--- config.mk ---
export PLATFORM = sky130hd
export DESIGN_NAME = keypad_scanner_flat
export DESIGN_NICKNAME = d
export VERILOG_FILES = /design/src/rtl/keypad_scanner_if.sv /design/src/rtl/keypad_scanner.sv /design/src/flat_wrapper.sv
export SDC_FILE = /design/constraint.sdc
export NUM_CORES = 1
export LEC_CHECK = 0
export ABC_AREA = 1
export ABC_CLOCK_PERIOD_IN_PS = 3400
export BUFFER_PORTS_ARGS = -buffer_cell sky130_fd_sc_hd__clkbuf_2
export CORE_MARGIN = 1.5
export CORE_UTILIZATION = 59
export CTS_CLUSTER_DIAMETER = 30
export DETAILED_ROUTE_END_ITERATION = 12
export HOLD_SLACK_MARGIN = 0.05
export PLACE_DENSITY = 0.82
export SYNTH_ARGS = -nofsm -noshare
export SYNTH_HDL_FRONTEND = slang
export SYNTH_SLANG_ARGS = --single-unit
--- constraint.sdc ---
create_clock -name clk -period 3.4 [get_ports clk]
set_input_delay 0.34 -clock clk [delete_from_list [all_inputs] [get_ports clk]]
set_output_delay 0.34 -clock clk [all_outputs]
set_load 0.03 [all_outputs]
--- src/rtl/keypad_scanner_if.sv ---
// Key-event bundle from keypad_scanner to the consuming fabric.
interface keypad_scanner_if;
    logic [3:0] key_code;
    logic       key_valid;
    logic       key_held;
    logic       multi_key;

    modport master (output key_code, key_valid, key_held, multi_key);
    modport slave  (input  key_code, key_valid, key_held, multi_key);
endinterface

--- src/rtl/keypad_scanner.sv ---
// 4x4 matrix keypad scanner with frame-level press/release debounce.
// Define KEYPAD_AUTOREPEAT_EN to re-pulse key_valid every REPEAT_FRAMES while a key is held.
module keypad_scanner #(
    parameter int unsigned SCAN_DIV       = 1000,
    parameter int unsigned DEBOUNCE_SCANS = 4,
    parameter int unsigned REPEAT_FRAMES  = 50
) (
    input  logic             clk,
    input  logic             rst_n,
    input  logic [3:0]       row_n,
    output logic [3:0]       col_n,
    keypad_scanner_if.master key_bus
);
    localparam int unsigned DivW = $clog2(SCAN_DIV);
    localparam int unsigned DebW = $clog2(DEBOUNCE_SCANS + 1);
    localparam logic [DivW-1:0] DivLast   = DivW'(SCAN_DIV - 1);
    localparam logic [DebW-1:0] DebTarget = DebW'(DEBOUNCE_SCANS);

    if (SCAN_DIV < 4 || DEBOUNCE_SCANS < 1 || REPEAT_FRAMES < 1) begin : g_bad_params
        $error("keypad_scanner: invalid parameters");
    end

    typedef enum logic [1:0] {StIdle, StDebounce, StPressed} state_e;

    logic [3:0]      row_meta_q, row_sync_q;
    logic [DivW-1:0] div_cnt_q;
    logic [1:0]      col_idx_q;
    logic [1:0]      acc_cnt_q;
    logic [3:0]      acc_code_q;
    state_e          state_q;
    logic [3:0]      cand_q;
    logic [DebW-1:0] cnt_q, rel_cnt_q;
    logic [3:0]      key_code_q;
    logic            key_valid_q, key_held_q, multi_key_q;

    logic [3:0] rows;
    logic       sample, frame_end, frame_one, accept;
    logic [2:0] col_keys, sum;
    logic [1:0] col_row, frame_cnt;
    logic [3:0] frame_code;

    assign rows      = ~row_sync_q;
    assign col_n     = ~(4'b0001 << col_idx_q);
    assign sample    = (div_cnt_q == DivLast);
    assign frame_end = sample && (col_idx_q == 2'd3);

    // Fold the current column into the frame accumulators; saturate the key count at 2.
    always_comb begin
        col_keys = 3'd0;
        col_row  = 2'd0;
        for (int r = 3; r >= 0; r--) begin
            col_keys = col_keys + {2'b00, rows[r]};
            if (rows[r]) col_row = 2'(r);
        end
        sum        = {1'b0, acc_cnt_q} + col_keys;
        frame_cnt  = (sum >= 3'd2) ? 2'd2 : sum[1:0];
        frame_code = (acc_cnt_q == 2'd0) ? {col_row, col_idx_q} : acc_code_q;
    end

    assign frame_one = (frame_cnt == 2'd1);
    assign accept    = frame_end && frame_one &&
                       ((state_q == StIdle && DEBOUNCE_SCANS == 1) ||
                        (state_q == StDebounce && frame_code == cand_q &&
                         cnt_q + 1'b1 == DebTarget));

    always_ff @(posedge clk) begin
        if (!rst_n) begin
            row_meta_q <= '1;
            row_sync_q <= '1;
            div_cnt_q  <= '0;
            col_idx_q  <= '0;
            acc_cnt_q  <= '0;
            acc_code_q <= '0;
        end else begin
            row_meta_q <= row_n;
            row_sync_q <= row_meta_q;
            if (sample) begin
                div_cnt_q <= '0;
                col_idx_q <= col_idx_q + 2'd1;
                if (col_idx_q == 2'd3) begin
                    acc_cnt_q  <= '0;
                    acc_code_q <= '0;
                end else begin
                    acc_cnt_q  <= frame_cnt;
                    acc_code_q <= frame_code;
                end
            end else begin
                div_cnt_q <= div_cnt_q + 1'b1;
            end
        end
    end

`ifdef KEYPAD_AUTOREPEAT_EN
    localparam int unsigned RepW = $clog2(REPEAT_FRAMES + 1);
    localparam logic [RepW-1:0] RepTarget = RepW'(REPEAT_FRAMES);
    logic [RepW-1:0] rep_cnt_q;
`endif

    always_ff @(posedge clk) begin
        if (!rst_n) begin
            state_q     <= StIdle;
            cand_q      <= '0;
            cnt_q       <= '0;
            rel_cnt_q   <= '0;
            key_code_q  <= '0;
            key_valid_q <= 1'b0;
            key_held_q  <= 1'b0;
            multi_key_q <= 1'b0;
`ifdef KEYPAD_AUTOREPEAT_EN
            rep_cnt_q   <= '0;
`endif
        end else begin
            key_valid_q <= 1'b0;
            if (frame_end) begin
                multi_key_q <= (frame_cnt == 2'd2);
                if (accept) begin
                    state_q     <= StPressed;
                    key_code_q  <= frame_code;
                    key_valid_q <= 1'b1;
                    key_held_q  <= 1'b1;
                    rel_cnt_q   <= '0;
`ifdef KEYPAD_AUTOREPEAT_EN
                    rep_cnt_q   <= '0;
`endif
                end else begin
                    unique case (state_q)
                        StIdle: begin
                            if (frame_one) begin
                                state_q <= StDebounce;
                                cand_q  <= frame_code;
                                cnt_q   <= DebW'(1);
                            end
                        end
                        StDebounce: begin
                            if (frame_one) begin
                                // A different single key restarts the count on that key.
                                cand_q <= frame_code;
                                cnt_q  <= (frame_code == cand_q) ? cnt_q + 1'b1 : DebW'(1);
                            end else begin
                                state_q <= StIdle;
                            end
                        end
                        StPressed: begin
                            if (frame_cnt == 2'd0) begin
                                if (rel_cnt_q + 1'b1 == DebTarget) begin
                                    state_q    <= StIdle;
                                    key_held_q <= 1'b0;
                                    rel_cnt_q  <= '0;
                                end else begin
                                    rel_cnt_q <= rel_cnt_q + 1'b1;
                                end
                            end else begin
                                rel_cnt_q <= '0;
                            end
`ifdef KEYPAD_AUTOREPEAT_EN
                            if (frame_one && frame_code == key_code_q) begin
                                if (rep_cnt_q + 1'b1 == RepTarget) begin
                                    rep_cnt_q   <= '0;
                                    key_valid_q <= 1'b1;
                                end else begin
                                    rep_cnt_q <= rep_cnt_q + 1'b1;
                                end
                            end else begin
                                rep_cnt_q <= '0;
                            end
`endif
                        end
                        default: state_q <= StIdle;
                    endcase
                end
            end
        end
    end

    assign key_bus.key_code  = key_code_q;
    assign key_bus.key_valid = key_valid_q;
    assign key_bus.key_held  = key_held_q;
    assign key_bus.multi_key = multi_key_q;
endmodule

--- src/flat_wrapper.sv ---
// flat-port wrapper written by rule: the top's interface ports become plain ports
module keypad_scanner_flat 
#(
    parameter int unsigned SCAN_DIV       = 1000,
    parameter int unsigned DEBOUNCE_SCANS = 4,
    parameter int unsigned REPEAT_FRAMES  = 50
)
  (clk, rst_n, row_n, col_n, key_bus_key_code, key_bus_key_valid, key_bus_key_held, key_bus_multi_key);
  keypad_scanner_if key_bus_i ();
  input  logic clk;
  input  logic rst_n;
  input  logic [3:0] row_n;
  output logic [3:0] col_n;
  output wire logic [$bits(key_bus_i.key_code)-1:0] key_bus_key_code;
  output wire logic [$bits(key_bus_i.key_valid)-1:0] key_bus_key_valid;
  output wire logic [$bits(key_bus_i.key_held)-1:0] key_bus_key_held;
  output wire logic [$bits(key_bus_i.multi_key)-1:0] key_bus_multi_key;
  assign key_bus_key_code = key_bus_i.key_code;
  assign key_bus_key_valid = key_bus_i.key_valid;
  assign key_bus_key_held = key_bus_i.key_held;
  assign key_bus_multi_key = key_bus_i.multi_key;
  keypad_scanner #(.SCAN_DIV(SCAN_DIV), .DEBOUNCE_SCANS(DEBOUNCE_SCANS), .REPEAT_FRAMES(REPEAT_FRAMES)) u_core (.clk(clk), .rst_n(rst_n), .row_n(row_n), .col_n(col_n), .key_bus(key_bus_i));
endmodule
==> results of run 1 <==
==> cells by family (layout without fill, tap and decap cells) <==
group                    Yosys count  count (layout)  share of synthesized area (%)
XOR/XNOR                           5               5                           1.92
AND/OR/NAND/NOR                  148             148                           32.3
buffers and inverters             55              74                           9.53
AO/OA/AOI/OAI                     31              31                           7.45
adder cells (fa/ha/maj)           16              16                           9.42
flip-flops                        45              45                           39.4
==> state kept, by name, summed over array words and instances, names as in the netlist <==
register                  flops
u_core.cand_q                 4
u_core.key_bus.key_valid      1
u_core.acc_code_q             4
u_core.rel_cnt_q              3
u_core.cnt_q                  3
u_core.div_cnt_q             10
u_core.key_bus.key_code       4
u_core.row_sync_q             4
u_core.key_bus.multi_key      1
u_core.acc_cnt_q              2
u_core.key_bus.key_held       1
u_core.col_idx_q              2
u_core.state_q                2
u_core.row_meta_q             4
==> power by group through the flow <==
stage | Combinational (mW) | Clock, mW | Sequential (mW)
6_report | 0.0544 | 0.321 | 0.538
5_1_grt | 0.0634 | 0.347 | 0.539
4_1_cts | 0.0537 | 0.329 | 0.538
3_5_place_dp | 0.0534 | 0 | 0.550
3_3_place_gp | 0.0522 | 0 | 0.550
2_1_floorplan | 0.0420 | 0 | 0.549
==> cell usage after synthesis (2+ instances only) <==
| library cell | number |
|---|---|
| a21oi_1 | 15 |
| clkbuf_1 | 3 |
| dfxtp_1 | 45 |
| fa_1 | 2 |
| ha_1 | 14 |
| inv_1 | 50 |
| nand2_1 | 61 |
| nand2_2 | 2 |
| nand3_1 | 16 |
| nand3b_1 | 2 |
| nand4_1 | 3 |
| nor2_1 | 35 |
| nor2_2 | 4 |
| nor2_4 | 3 |
| nor3_1 | 4 |
| o21ai_0 | 7 |
| o21ai_1 | 4 |
| o32ai_1 | 3 |
| or2_2 | 9 |
| xnor2_1 | 3 |
| xor2_1 | 2 |
==> cells in the final DEF (no fill, tap or decap), types with 5 or more instances in the layout <==
master | Yosys | layout
a21oi_1 | 15 | 15
clkbuf_2 | 0 | 16
clkbuf_8 | 0 | 5
dfxtp_1 | 45 | 45
ha_1 | 14 | 14
inv_1 | 50 | 50
nand2_1 | 61 | 61
nand3_1 | 16 | 16
nor2_1 | 35 | 34
nor2_2 | 4 | 5
o21ai_0 | 7 | 7
or2_2 | 9 | 9
==> stage by stage <==
step,util (%),hold slack (ns),area [um2],worst slack [ns],power [mW]
6_report,67.3,0.219,2480,0.244,0.913
5_1_grt,67.3,0.225,2480,0.0135,0.950
4_1_cts,67.3,0.215,2480,0.190,0.920
3_5_place_dp,64.9,0.399,2390,0.227,0.604
3_3_place_gp,64.9,0.395,2390,0.301,0.602
2_1_floorplan,-,0.393,2280,0.539,0.591
==> per-layer routing <==
metal / global-route usage, % / wire [um] / vias to the layer above
met1: 23.7 / 1820 / 831
met3: 3.94 / 126 / 8
met2: 39.3 / 1960 / 26
met4: 9.90 / 72 / 0
li1: - / - / 973
met5: 0 / 0 / -
==> worst max-delay path, stage by stage, from the launching register on <==
cell and delay (ns):
dfxtp_1 0.36, inv_1 0.05, ha_1 0.31, fa_1 0.55, ha_1 0.14, inv_1 0.05, fa_1 0.47, nand3_1 0.13
nor2_2 0.18, nand2_4 0.08, nor2_4 0.10, nand4_4 0.20, nand3_2 0.22, nand2_1 0.08, nand2_1 0.08, nor2_1 0.05
==> cell type report <==
class / count / area share (%)
clock buffers: 5 / 2.77
multi-input cells: 200 / 47.1
flip-flops and latches: 45 / 36.3
inverters: 50 / 7.56
repair buffers: 16 / 3.22
clock inverters: 3 / 0.705
well taps: 48 / 2.42
==> worst min-delay path by stage <==
stage,startpoint,slack [ns],end
after global routing,row_n[0],0.23,u_core.row_meta_q[0]
after CTS,row_n[0],0.22,u_core.row_meta_q[0]
after floorplan,u_core.row_meta_q[0],0.39,u_core.row_sync_q[0]
after global placement,u_core.row_meta_q[3],0.40,u_core.row_sync_q[3]
after detailed placement,u_core.row_meta_q[1],0.40,u_core.row_sync_q[1]
final,row_n[0],0.22,u_core.row_meta_q[0]
==> impl_metrics.yaml, run 1 <==
layout:
  final_layout_size_suffix_gt1_share_pct: 15.7
  antenna_cells: 0
  multi_input_area_mm2: 0.00117
  regArea_um2: 901
  fillers: 311
  synthToLayoutAreaGrowth_pct: 8.71
  fin_nets: 340
  fin_cells: 367
clock_tree:
  cts_setup_buffers: 0
  cts_root_buf: "clkbuf_8"
  postCtsResizedCells: 0
  cts_hold_buf: 0
  numCtsBuffers: 5
  cts_tree: "built"
  cts.path.max_buffers: 2
  h-tree-depth: 2
  clkLatencyLatePin_ns: 0.30
  clock_sinks: 45
  clk_pin_slew_ns: 0.09
synthesis:
  yosysSeqAreaShare_pct: 39.4
  synthTopCellsByArea: "dfxtp_1 39%, nand2_1 10%, inv_1 8.2%"
  yosysUniqueCellTypes: 34
  syn_inst: 300
  synth_enable_flop_cells: 0
  synthesis.area_mm2: 0.00228
  syn_area_per_cell_um2: 7.62
  synth_async_sr_flop_share_pct: 0
  synth_nets: 322
  synth_top_area_share_pct: 39.4
  yosys.area.top_type: "dfxtp_1"
  yosysWarnings: 0
  synth-seq-cells: 45
  ys.flop_type: "dfxtp_1"
global_route:
  grt_pass1_vias: 1764
  antenna_found_initial: 0
  globalRouteOverflowTotal: 0
  track_usage_pct: 21.4
  grt_max_degree: 23
  grt_pass1_wl_mm: 7.16
sta:
  slew_headroom_pct: 64.5
  finalCritPeriodShare_pct: 92.8
  report.final.slew_viol_count: 0
  max_freq_mhz: 317
  tightest_slew_ns: 0.531
  min_period_ns: 3.16
  finalHoldViolations: 0
  timing.setup.tns_ns: 0
  setup_viol: 0
  finalClockSkew_ns: 0.00788
  rsz0062_at_grt: "false"
route:
  viasPerCell: 5.01
  vias: 1838
  ant_nets: 0
  wire_per_inst_um: 10.8
  first_iter_violations: 76
  dr.pass1.iters: 4
  drc_errors: 0
  finalWirelength_mm: 3.98
worst_setup_path:
  path_class: "reg -> reg"
  critPathArrivalTime_ns: 3.35
  endpoint_kind: "flip-flop"
  critPathMaxFanout: 14
  startpoint_type: "flip-flop"
  rrSetupSlack_ns: 0.24
  worstReg2RegEnd: "u_core.cand_q[2]"
  rr_worst_depth: 15
  critPathLaunch: "u_core.row_sync_q[2]"
  required_ns: 3.60
  r2r_start: "u_core.row_sync_q[2]"
  crit_end: "u_core.cand_q[2]"
floorplanning:
  die_area_mm2: 0.00425
  pin_count: 17
  start_util_pct: 61.9
  rows: 22
  dieHeight_um: 65.2
  core-area_mm2: 0.00369
  die_w_um: 65.2
power_and_ir_drop:
  p_int_mw: 0.695
  ir_worst_vdd_mv: 0.248
  p_leak_nw: 1.20
  p_clk_share_pct: 35.1
  p_per_area_mw_per_mm2: 368
  switchingPower_mw: 0.218
  power_frac_seq_pct: 58.9
  pwr-share-comb_pct: 6.0
  switching_share_pct: 23.8
worst_hold_path:
  holdPathStages: 2
  hold_path_class: "in -> reg"
placed_design:
  io_buffers: 16
  globalplace.congestion: 0.804
  placedCellCount: 359
  hpwl_mm: 2.96
run:
  cap_viol_max_count: 0
run_status:
  status: "finished clean"
(Power assumes the default switching activity.)
==> run 2: changes to the inputs <==
--- a/config.mk
+++ b/config.mk
@@ -7,3 +7,2 @@
 export LEC_CHECK = 0
-export ABC_AREA = 1
 export ABC_CLOCK_PERIOD_IN_PS = 3400
==> constraint.sdc (replaced) <==
create_clock -name clk -period 3.4 [get_ports clk]
set_input_delay 0.17 -clock clk [delete_from_list [all_inputs] [get_ports clk]]
set_output_delay 0.17 -clock clk [all_outputs]
set_load 0.03 [all_outputs]
==> impl_metrics.yaml, run 2 <==
layout:
  final_core_utilization_pct: 68.1
  fin_nets: 291
  largest-register: "u_core.div_cnt_q"
  fillers: 303
  regArea_um2: 901
  synthToLayoutAreaGrowth_pct: 10.6
  final_layout_size_suffix_gt1_share_pct: 11.9
  layout_common_cells: "45 x dfxtp_1, 25 x nand2_1, 16 x nor2_1, 16 x clkbuf_2, 14 x ha_1"
  fin_cells: 318
  largest_reg_flops: 10
  antenna_cells: 0
  layout.cells.most_common: "dfxtp_1"
  multi_input_area_mm2: 0.00129
clock_tree:
  cts.path.max_buffers: 2
  cts_tree: "built"
  numCtsBuffers: 5
  cts_setup_buffers: 0
  clkLatencyLatePin_ns: 0.30
  clk_pin_slew_ns: 0.09
  h-tree-depth: 2
  clock_sinks: 45
  cts_root_buf: "clkbuf_8"
synthesis:
  synth.most_common_cell: "dfxtp_1"
  ys.flop_type: "dfxtp_1"
  syn_inst: 249
  synth-seq-cells: 45
  yosysWarnings: 0
  yosysUniqueCellTypes: 48
  synth_enable_flop_cells: 0
  synth_top_cells_by_count: "45 x dfxtp_1, 25 x nand2_1, 16 x nor2_1"
  yosysSeqAreaShare_pct: 39.6
  yosys.area.top_type: "dfxtp_1"
  syn_area_per_cell_um2: 9.13
  synthTopCellsByArea: "dfxtp_1 40%, ha_1 7.7%, nand2_1 4.1%"
  synthesis.area_mm2: 0.00227
  synth_top_area_share_pct: 39.6
  synth_nets: 271
  synth_async_sr_flop_share_pct: 0
sta:
  rsz0062_at_grt: "false"
  report.final.slew_viol_count: 0
  min_period_ns: 3.13
  finalCritPeriodShare_pct: 92.0
  slew_headroom_pct: 44.4
  timing.setup.tns_ns: 0
  finalClockSkew_ns: 0.00577
  max_freq_mhz: 320
  tightest_slew_ns: 0.834
  finalHoldViolations: 0
  setup_viol: 0
route:
  vias: 1697
  drc_errors: 0
  first_iter_violations: 74
  finalWirelength_mm: 4.16
  wire_per_inst_um: 13.1
  dr.pass1.iters: 4
  viasPerCell: 5.34
  ant_nets: 0
global_route:
  track_usage_pct: 21.6
  globalRouteOverflowTotal: 0
  grt_pass1_vias: 1659
  grt_max_degree: 49
  antenna_found_initial: 0
  grt_pass1_wl_mm: 7.23
worst_setup_path:
  rrSetupSlack_ns: 0.27
  required_ns: 3.63
  critPathLaunch: "u_core.row_sync_q[2]"
  path_class: "reg -> reg"
  startpoint_type: "flip-flop"
  rr_worst_depth: 12
  r2r_start: "u_core.row_sync_q[2]"
  worstReg2RegEnd: "u_core.rel_cnt_q[1]"
  critPathArrivalTime_ns: 3.36
  endpoint_kind: "flip-flop"
  crit_end: "u_core.rel_cnt_q[1]"
  critPathMaxFanout: 8
placed_design:
  hpwl_mm: 2.94
  placedCellCount: 306
  io_buffers: 16
  globalplace.congestion: 0.829
floorplanning:
  dieHeight_um: 65.1
  die_area_mm2: 0.00423
  die_w_um: 65.1
  start_util_pct: 61.6
  core-area_mm2: 0.00369
  rows: 22
  pin_count: 17
power_and_ir_drop:
  p_per_area_mw_per_mm2: 362
  p_int_mw: 0.697
  ir_worst_vdd_mv: 0.293
  power_frac_seq_pct: 59.1
  pwr-share-comb_pct: 5.3
  switchingPower_mw: 0.213
  p_leak_nw: 1.05
  p_clk_share_pct: 35.5
  switching_share_pct: 23.4
run:
  cap_viol_max_count: 0
run_status:
  status: "finished clean"
worst_hold_path:
  hold_path_class: "reg -> reg"
run 2: power groups by stage:
stage	clock, mW	sequential [mW]	combinational [mW]
2_1_floorplan	0	0.549	0.0342
6_report	0.323	0.538	0.0486
5_1_grt	0.354	0.539	0.0543
4_1_cts	0.335	0.538	0.0488
3_5_place_dp	0	0.551	0.0451
3_3_place_gp	0	0.550	0.0436
run 2: per-stage QoR:
step / instance area [um2] / total power [mW] / worst slack, ns / hold slack (ns)
after CTS: 2510 / 0.922 / 0.248 / 0.415
after floorplan: 2270 / 0.584 / 0.558 / 0.271
after global placement: 2390 / 0.594 / 0.405 / 0.350
final: 2510 / 0.910 / 0.271 / 0.413
after detailed placement: 2390 / 0.596 / 0.258 / 0.354
after global routing: 2510 / 0.948 / 0.0844 / 0.438
run 2: timing repair:
action                                 4_1_cts  5_1_grt
gates resized for setup                      0        0
hold buffers                                 4        0
endpoints found under the hold margin        4        0
run 2: cells by family after synthesis:
| kind of cell | count (synthesis) | synth area share [%] |
|---|---|---|
| flip-flops | 45 | 39.6 |
| adder cells (fa/ha/maj) | 16 | 9.47 |
| AND/OR/NAND/NOR | 106 | 24.9 |
| buffers and inverters | 21 | 3.58 |
| multiplexers | 9 | 3.96 |
| AO/OA/AOI/OAI | 34 | 11.5 |
| XOR/XNOR | 18 | 6.94 |
run 2: how the worst min path moves through the flow:
stage / from / to / slack (ns) / cells after the start
global placement: row_n[0] / u_core.row_meta_q[0] / 0.35 / 2
global route: u_core.row_meta_q[2] / u_core.row_sync_q[2] / 0.44 / 1
CTS: u_core.row_meta_q[3] / u_core.row_sync_q[3] / 0.42 / 1
floorplan: row_n[0] / u_core.row_meta_q[0] / 0.27 / 1
detailed placement: row_n[1] / u_core.row_meta_q[1] / 0.35 / 2
finish: u_core.row_meta_q[2] / u_core.row_sync_q[2] / 0.41 / 1
run 2: area by class of cell:
class	instances	share of cell area (%)
repair buffers	21	5.08
flip-flops and latches	45	35.8
clock buffers	5	2.74
well taps	48	2.39
inverters	13	1.94
clock inverters	3	0.697
multi-input cells	183	51.3
run 2: worst max-delay path, cell delays in order (launching register included):
cell	delay [ns]
dfxtp_1	0.37
inv_1	0.06
ha_1	0.31
fa_1	0.55
ha_1	0.14
inv_1	0.05
fa_1	0.38
xor2_1	0.20
nand4_1	0.16
nor3_2	0.21
o211ai_2	0.26
nand2_2	0.18
mux2i_1	0.19
run 2: routing by layer:
layer / vias to the layer above / track usage (%) / routed length (um) / part of all wire, %
met2: 24 / 36.0 / 1930 / 46
li1: 883 / - / - / -
met1: 785 / 27.9 / 2060 / 50
met4: 0 / 8.07 / 58 / 1.4
met5: - / 0 / 0 / 0
met3: 5 / 4.17 / 109 / 2.6
